===== src/rtl/cache_req_pkg.sv =====
// Shared types and cache-geometry constants for the cache request issuer.
//   cache_req_t : one padded luma + chroma reference-block request
//   req_state_e : active-descriptor state (EMPTY / OFFER / HOLD)
//   sat_delta / span_ovf : clamp a block span to the 2-bit delta range
package cache_req_pkg;

    localparam int unsigned X_ADDR_WDTH   = 12;
    localparam int unsigned Y_ADDR_WDTH   = 12;
    localparam int unsigned LUMA_DIM_WDTH = 7;
    localparam int unsigned CHMA_DIM_WDTH = 6;
    localparam int unsigned CHMA_DIM_HIGT = 6;
    localparam int unsigned C_L_H_SIZE    = 3;
    localparam int unsigned C_L_V_SIZE    = 3;
    localparam int unsigned C_L_H_SIZE_C  = 2;
    localparam int unsigned C_SUB_WIDTH   = 2;
    localparam int unsigned C_SUB_HEIGHT  = 2;

    localparam int unsigned X_CH_WDTH  = X_ADDR_WDTH - (C_SUB_WIDTH - 1);
    localparam int unsigned Y_CH_WDTH  = Y_ADDR_WDTH - (C_SUB_HEIGHT - 1);
    localparam int unsigned DELTA_WDTH = 2;
    localparam int unsigned DELTA_MAX  = 3;

    // Widest span intermediate: one bit above the widest address.
    localparam int unsigned SPAN_WDTH =
        ((X_ADDR_WDTH > Y_ADDR_WDTH) ? X_ADDR_WDTH : Y_ADDR_WDTH) + 1;

    typedef struct packed {
        logic [X_ADDR_WDTH-1:0]   x;
        logic [Y_ADDR_WDTH-1:0]   y;
        logic [LUMA_DIM_WDTH-1:0] w;
        logic [LUMA_DIM_WDTH-1:0] h;
        logic [X_CH_WDTH-1:0]     x_ch;
        logic [Y_CH_WDTH-1:0]     y_ch;
        logic [CHMA_DIM_WDTH-1:0] w_ch;
        logic [CHMA_DIM_HIGT-1:0] h_ch;
        logic                     is_read;
    } cache_req_t;

    typedef enum logic [1:0] {
        EMPTY = 2'd0,
        OFFER = 2'd1,
        HOLD  = 2'd2
    } req_state_e;

    function automatic logic span_ovf(input logic [SPAN_WDTH-1:0] d);
        return d > SPAN_WDTH'(DELTA_MAX);
    endfunction

    function automatic logic [DELTA_WDTH-1:0] sat_delta(input logic [SPAN_WDTH-1:0] d);
        return span_ovf(d) ? DELTA_WDTH'(DELTA_MAX) : d[DELTA_WDTH-1:0];
    endfunction

endpackage


===== src/rtl/cache_span_calc.sv =====
// Combinational span calculator: from one request derive the union start of the
// luma and chroma rectangles (in luma units) and the cache-block spans (minus 1).
//   req              : request to evaluate
//   great_x_c/_y_c   : union start, luma units
//   delta_*_c        : saturated block spans minus 1
//   ovf_c            : at least one span exceeded the delta range
module cache_span_calc
    import cache_req_pkg::*;
(
    input  cache_req_t              req,
    output logic [X_ADDR_WDTH-1:0]  great_x_c,
    output logic [Y_ADDR_WDTH-1:0]  great_y_c,
    output logic [DELTA_WDTH-1:0]   delta_x_c,
    output logic [DELTA_WDTH-1:0]   delta_y_c,
    output logic [DELTA_WDTH-1:0]   delta_x_luma_c,
    output logic [DELTA_WDTH-1:0]   delta_x_chma_c,
    output logic                    ovf_c
);

    localparam int unsigned XW = X_ADDR_WDTH + 1;
    localparam int unsigned YW = Y_ADDR_WDTH + 1;
    localparam int unsigned CW = X_CH_WDTH + 1;

    logic [XW-1:0] x_e, le_x, cs_x, ce_x, gs_x, ge_x, span_x, span_xl;
    logic [YW-1:0] y_e, le_y, cs_y, ce_y, gs_y, ge_y, span_y;
    logic [CW-1:0] xc_e, ce_xc, span_xc;
    logic          unused_is_read;

    assign unused_is_read = req.is_read;

    // Horizontal: luma end, chroma rectangle scaled to luma units, union.
    always_comb begin
        x_e     = XW'(req.x);
        le_x    = x_e + XW'(req.w) - XW'(1);
        cs_x    = XW'(req.x_ch) << (C_SUB_WIDTH - 1);
        ce_x    = ((XW'(req.x_ch) + XW'(req.w_ch)) << (C_SUB_WIDTH - 1)) - XW'(1);
        gs_x    = (x_e < cs_x) ? x_e : cs_x;
        ge_x    = (le_x > ce_x) ? le_x : ce_x;
        span_x  = (ge_x >> C_L_H_SIZE) - (gs_x >> C_L_H_SIZE);
        span_xl = (le_x >> C_L_H_SIZE) - (x_e >> C_L_H_SIZE);
    end

    // Vertical union in luma units.
    always_comb begin
        y_e    = YW'(req.y);
        le_y   = y_e + YW'(req.h) - YW'(1);
        cs_y   = YW'(req.y_ch) << (C_SUB_HEIGHT - 1);
        ce_y   = ((YW'(req.y_ch) + YW'(req.h_ch)) << (C_SUB_HEIGHT - 1)) - YW'(1);
        gs_y   = (y_e < cs_y) ? y_e : cs_y;
        ge_y   = (le_y > ce_y) ? le_y : ce_y;
        span_y = (ge_y >> C_L_V_SIZE) - (gs_y >> C_L_V_SIZE);
    end

    // Chroma-only horizontal span in chroma cache blocks.
    always_comb begin
        xc_e    = CW'(req.x_ch);
        ce_xc   = xc_e + CW'(req.w_ch) - CW'(1);
        span_xc = (ce_xc >> C_L_H_SIZE_C) - (xc_e >> C_L_H_SIZE_C);
    end

    assign great_x_c      = gs_x[X_ADDR_WDTH-1:0];
    assign great_y_c      = gs_y[Y_ADDR_WDTH-1:0];
    assign delta_x_c      = sat_delta(SPAN_WDTH'(span_x));
    assign delta_y_c      = sat_delta(SPAN_WDTH'(span_y));
    assign delta_x_luma_c = sat_delta(SPAN_WDTH'(span_xl));
    assign delta_x_chma_c = sat_delta(SPAN_WDTH'(span_xc));
    assign ovf_c          = span_ovf(SPAN_WDTH'(span_x))  | span_ovf(SPAN_WDTH'(span_y)) |
                            span_ovf(SPAN_WDTH'(span_xl)) | span_ovf(SPAN_WDTH'(span_xc));

endmodule


===== src/rtl/cache_req_issue.sv =====
// Cache request issuer: one-entry pending buffer feeding an active descriptor that
// is offered on valid_out/set_input_ready and held frozen for the whole burst.
//   req_*             : incoming padded reference-block request, req_ready = buffer empty
//   valid_out         : descriptor offered to the set-input stage
//   set_input_ready   : set-input stage ready (low while its burst runs)
//   descriptor outs   : registered copy of the active request plus union start and spans
//   err_span          : sticky, some loaded request had a span beyond the delta range
module cache_req_issue
    import cache_req_pkg::*;
(
    input  logic                     clk,
    input  logic                     reset_n,
    input  logic                     req_valid,
    output logic                     req_ready,
    input  logic                     req_is_read,
    input  logic [X_ADDR_WDTH-1:0]   req_x,
    input  logic [Y_ADDR_WDTH-1:0]   req_y,
    input  logic [LUMA_DIM_WDTH-1:0] req_w,
    input  logic [LUMA_DIM_WDTH-1:0] req_h,
    input  logic [X_CH_WDTH-1:0]     req_x_ch,
    input  logic [Y_CH_WDTH-1:0]     req_y_ch,
    input  logic [CHMA_DIM_WDTH-1:0] req_w_ch,
    input  logic [CHMA_DIM_HIGT-1:0] req_h_ch,
    output logic                     valid_out,
    input  logic                     set_input_ready,
    output logic                     is_req_read_out,
    output logic [X_ADDR_WDTH-1:0]   start_x_in,
    output logic [Y_ADDR_WDTH-1:0]   start_y_in,
    output logic [X_CH_WDTH-1:0]     start_x_ch,
    output logic [Y_CH_WDTH-1:0]     start_y_ch,
    output logic [LUMA_DIM_WDTH-1:0] rf_blk_wdth_in,
    output logic [LUMA_DIM_WDTH-1:0] rf_blk_hght_in,
    output logic [CHMA_DIM_WDTH-1:0] rf_blk_wdth_ch,
    output logic [CHMA_DIM_HIGT-1:0] rf_blk_hght_ch,
    output logic [X_ADDR_WDTH-1:0]   start_great_x_in,
    output logic [Y_ADDR_WDTH-1:0]   start_great_y_in,
    output logic [DELTA_WDTH-1:0]    delta_x,
    output logic [DELTA_WDTH-1:0]    delta_y,
    output logic [DELTA_WDTH-1:0]    delta_x_luma,
    output logic [DELTA_WDTH-1:0]    delta_x_chma,
    output logic                     err_span
);

    cache_req_t  req_in, pend_q;
    logic        pend_full_q, pend_full_nxt, capture, load;
    req_state_e  state_q, state_nxt;

    logic [X_ADDR_WDTH-1:0] great_x_c;
    logic [Y_ADDR_WDTH-1:0] great_y_c;
    logic [DELTA_WDTH-1:0]  delta_x_c, delta_y_c, delta_x_luma_c, delta_x_chma_c;
    logic                   ovf_c;

    assign req_in = '{x: req_x, y: req_y, w: req_w, h: req_h,
                      x_ch: req_x_ch, y_ch: req_y_ch, w_ch: req_w_ch, h_ch: req_h_ch,
                      is_read: req_is_read};

    assign capture = req_valid & req_ready;
    // A load and a capture in the same cycle leave the buffer full with the new entry.
    assign pend_full_nxt = capture | (pend_full_q & ~load);

    // Spans are evaluated on the pending entry so they are ready at load time.
    cache_span_calc u_span (
        .req            (pend_q),
        .great_x_c      (great_x_c),
        .great_y_c      (great_y_c),
        .delta_x_c      (delta_x_c),
        .delta_y_c      (delta_y_c),
        .delta_x_luma_c (delta_x_luma_c),
        .delta_x_chma_c (delta_x_chma_c),
        .ovf_c          (ovf_c)
    );

    // Pending buffer.
    always_ff @(posedge clk or negedge reset_n) begin
        if (!reset_n) begin
            pend_q      <= '0;
            pend_full_q <= 1'b0;
            req_ready   <= 1'b1;
        end else begin
            if (capture) pend_q <= req_in;
            pend_full_q <= pend_full_nxt;
            req_ready   <= ~pend_full_nxt;
        end
    end

    // Active-descriptor state register.
    always_ff @(posedge clk or negedge reset_n) begin
        if (!reset_n) state_q <= EMPTY;
        else          state_q <= state_nxt;
    end

    // Next state and load strobe; a burst ends on the first HOLD cycle with ready high.
    always_comb begin
        state_nxt = state_q;
        load      = 1'b0;
        case (state_q)
            EMPTY: begin
                if (pend_full_q) begin
                    load      = 1'b1;
                    state_nxt = OFFER;
                end
            end
            OFFER: begin
                if (set_input_ready) state_nxt = HOLD;
            end
            HOLD: begin
                if (set_input_ready) begin
                    if (pend_full_q) begin
                        load      = 1'b1;
                        state_nxt = OFFER;
                    end else begin
                        state_nxt = EMPTY;
                    end
                end
            end
            default: state_nxt = EMPTY;
        endcase
    end

    // Registered descriptor; only changes on load so it stays frozen through HOLD.
    always_ff @(posedge clk or negedge reset_n) begin
        if (!reset_n) begin
            valid_out        <= 1'b0;
            is_req_read_out  <= 1'b0;
            start_x_in       <= '0;
            start_y_in       <= '0;
            start_x_ch       <= '0;
            start_y_ch       <= '0;
            rf_blk_wdth_in   <= '0;
            rf_blk_hght_in   <= '0;
            rf_blk_wdth_ch   <= '0;
            rf_blk_hght_ch   <= '0;
            start_great_x_in <= '0;
            start_great_y_in <= '0;
            delta_x          <= '0;
            delta_y          <= '0;
            delta_x_luma     <= '0;
            delta_x_chma     <= '0;
            err_span         <= 1'b0;
        end else begin
            valid_out <= (state_nxt == OFFER);
            if (load) begin
                is_req_read_out  <= pend_q.is_read;
                start_x_in       <= pend_q.x;
                start_y_in       <= pend_q.y;
                start_x_ch       <= pend_q.x_ch;
                start_y_ch       <= pend_q.y_ch;
                rf_blk_wdth_in   <= pend_q.w;
                rf_blk_hght_in   <= pend_q.h;
                rf_blk_wdth_ch   <= pend_q.w_ch;
                rf_blk_hght_ch   <= pend_q.h_ch;
                start_great_x_in <= great_x_c;
                start_great_y_in <= great_y_c;
                delta_x          <= delta_x_c;
                delta_y          <= delta_y_c;
                delta_x_luma     <= delta_x_luma_c;
                delta_x_chma     <= delta_x_chma_c;
                err_span         <= err_span | ovf_c;
            end
        end
    end

endmodule


===== config.mk =====
export PLATFORM = sky130hd
export DESIGN_NAME = cache_req_issue
export DESIGN_NICKNAME = d
export VERILOG_FILES = /design/src/rtl/cache_req_pkg.sv /design/src/rtl/cache_span_calc.sv /design/src/rtl/cache_req_issue.sv
export SDC_FILE = /design/constraint.sdc
export NUM_CORES = 1
export LEC_CHECK = 0
export BUFFER_PORTS_ARGS = -buffer_cell sky130_fd_sc_hd__clkbuf_2
export CORE_MARGIN = 5
export CORE_UTILIZATION = 53
export DETAILED_ROUTE_END_ITERATION = 10
export PLACE_DENSITY = 0.86
export SETUP_SLACK_MARGIN = 0.5
export SLEW_MARGIN = 20
export SYNTH_ARGS = -nofsm -noshare
export SYNTH_HDL_FRONTEND = slang
export SYNTH_SLANG_ARGS = --single-unit

===== constraint.sdc =====
create_clock -name clk -period 6.4 [get_ports clk]
set_input_delay 0.32 -clock clk [delete_from_list [all_inputs] [get_ports clk]]
set_output_delay 0.32 -clock clk [all_outputs]
set_load 0.005 [all_outputs]

==> metrics.txt <==
Synth Warn # 0; sequential cell area fraction in the yosys report 35.0%; GRT Total Usage 27.8%; Most used DFF post-synth dfrtp_1; global route overflow 0; status finished clean; die footprint approximately 0.028 sq mm; number of buffer cells added on primary ports ~180; core area about 0.024 sq mm; violation count after the first detailed-route iteration 1180; number of distinct library cells after synthesis approximately 70; number of max-slew violations in the final report 0; netlist area before placement between 0.01 and 0.015 sq mm; later-pin clock latency in the skew report ~440 ps; HPWL after detailed placement 29500 um; setup repair after global routing missed its margin yes; commonest non-fill, non-tap cells in the layout 187 x nand2_1, 183 x clkbuf_2, 179 x dfrtp_1; CP top delay family simple AND/OR/NAND/NOR gates; Synth-to-Final Area Change 26.2%; clock root buffer clkbuf_16; remaining antenna violation count 0; maximum clock frequency 161 MHz; total DRC errors in the routed layout 0; kind of critical path register to register; clock sink total 184; data arrival time of the critical path 6490 ps; initial antenna violation count 1; CTS tree yes; Worst Max-Slew Pin Slew 1150 ps; total I/O pin count 185; via count of the first global-routing pass 11900; number of CTS-inserted buffers 17; Crit Path Max Fanout 7; floorplan die height 168 um; HP Class primary input to async pin; Crit. End Element register; fraction of final layout cells with drive strength greater than 1 31.9%; row count 57; DRT Wirelength about 41000 um; maximum number of pins on one net before global-route repair 118; number of max-cap violations 0; final weighted congestion in routability-driven placement 0.991; CTS max path bufs 2; filler cell count 1832; Antenna Diode Count 0; most common cell after layout, fill and taps aside nand2_1; final setup violation count 0; final worst path period share slightly below 100%; final standard cell count with taps included and fillers excluded slightly above 2000; start point of the critical path pend_q[8]; Seq. cell area 0.00461 sq mm; delay of the slowest cell on the worst path between 500 and 600 ps; area used by multi-input combinational logic 0.00861 sq mm; clock-pin transition on the worst setup and hold timing paths 70 ps; CP Buf/Inv Count 2; required arrival time at the worst endpoint 6690 ps; Reg-to-Reg Start pend_q[8]; Post-Route Skew 8.41 ps; wire length of the first global-routing pass 63300 um; EDFF count, synth 0; average routed wire per standard cell roughly 20 um; Mapped Nets 1677; Seq cells post-synth around 180; cell type of the slowest stage on the worst timing path or4_4; worst max-slew margin expressed relative to the limit 23.3%; number of cells after detailed placement 1945; H-tree depth 4; mean cell area of the mapped netlist 9.13 sq um; first drt pass iteration count 8; Gate Count Post-Synth 1442; post-DR vias/cell 5.98; time the final worst path needs with I/O delays and setup 6200 ps; Chip Width 168 um; critical path launch point type register; Final Hold Violating Endpoints 0; routed via count 12200; post-layout net count around 1900; effective utilization at floorplan 54.0%; share of async-settable or async-resettable flops after synthesis 100%
kinds of logic (layout without fill, tap and decap cells):
kind of cell	count (synthesis)	in the layout	share of synthesized area [%]
AND/OR/NAND/NOR	407	407	14.5
AO/OA/AOI/OAI	321	321	15.8
flip-flops	184	184	35.0
buffers and inverters	195	472	5.59
adder cells (fa/ha/maj)	158	158	15.5
multiplexers	109	109	9.00
XOR/XNOR	68	68	4.53
stage by stage:
| stage | hold slack (ps) | cell area [sq um] | setup TNS, ps | worst slack [ps] | util, % |
|---|---|---|---|---|---|
| after detailed placement | 462 | 14700 | -317 | -86.3 | 60.4 |
| after floorplan | 24.4 | 13200 | 0 | 514 | - |
| final | 12.9 | 16600 | 0 | 200 | 68.1 |
| after global placement | 454 | 14700 | 0 | 196 | 60.4 |
| after CTS | 68.2 | 15900 | 0 | 233 | 65.2 |
| after global routing | 101 | 16600 | -267 | -106 | 68.1 |
state kept, by name, indices dropped and copies added (netlist names):
register          count
delta_x               2
delta_x_chma          2
delta_x_luma          2
delta_y               2
err_span              1
is_req_read_out       1
pend_full_q           1
pend_q               73
req_ready             1
rf_blk_hght_ch        6
rf_blk_hght_in        7
rf_blk_wdth_ch        6
rf_blk_wdth_in        7
start_great_x_in     12
start_great_y_in     12
start_x_ch           11
start_x_in           12
start_y_ch           11
start_y_in           12
state_q               2
valid_out             1
routing by layer:
| layer | share of wire, % | vias to the layer above | track usage (%) |
|---|---|---|---|
| met1 | 42 | 5860 | 38.0 |
| met3 | 8.9 | 147 | 5.85 |
| met5 | 0.029 | - | 0 |
| met4 | 4.0 | 2 | 9.74 |
| met2 | 45 | 599 | 44.2 |
| li1 | - | 5608 | - |
cell type report:
type	count	area share, %
Clock buffer	18	2.64
Timing Repair Buffer	297	10.8
Clock inverter	14	1.24
Multi-Input combinational cell	1063	51.8
Inverter	143	3.23
Tap cell	324	2.44
Sequential cell	184	27.8
synth_stat cells (12+ instances only):
cell type,number,area (sq um)
mux2i_1,34,340
o2111ai_1,26,228
a21o_1,24,180
inv_1,142,533
nand2_1,191,717
o21a_1,15,113
nor2b_1,16,100
a21oi_1,56,280
xnor2_1,47,412
dfrtp_1,183,4580
o211ai_1,26,195
clkbuf_1,48,180
nor3_1,29,145
ha_1,149,1860
o21ai_0,97,485
nor2_1,65,244
nand3_1,19,95.1
mux2_2,75,845
xor2_1,21,184
nand2b_1,17,106
a211oi_1,12,90.1
path summary, 6_finish.rpt:
kind	endpoint	slack, ps	depth (start not counted)
setup / recovery	err_span	200	29
hold / removal	rf_blk_hght_in[5]	10	1
setup reg to reg	err_span	200	29
hold reg to reg	rf_blk_hght_in[4]	480	2
max in group asynchronous	start_great_x_in[7]	4890	2
min in group clk	pend_q[6]	100	2
repair_timing:
item                                   in CTS  in global routing
setup buffers                              32                 34
setup endpoints to repair                   5                  5
gates resized for setup                    68                 93
hold buffers                                0                  0
pin swaps                                  40                 74
endpoints found under the hold margin       0                  0
Power is left out: the tool's default activity adds up to more than one toggle a clock period on the data nets, which glitch-free logic cannot reach.
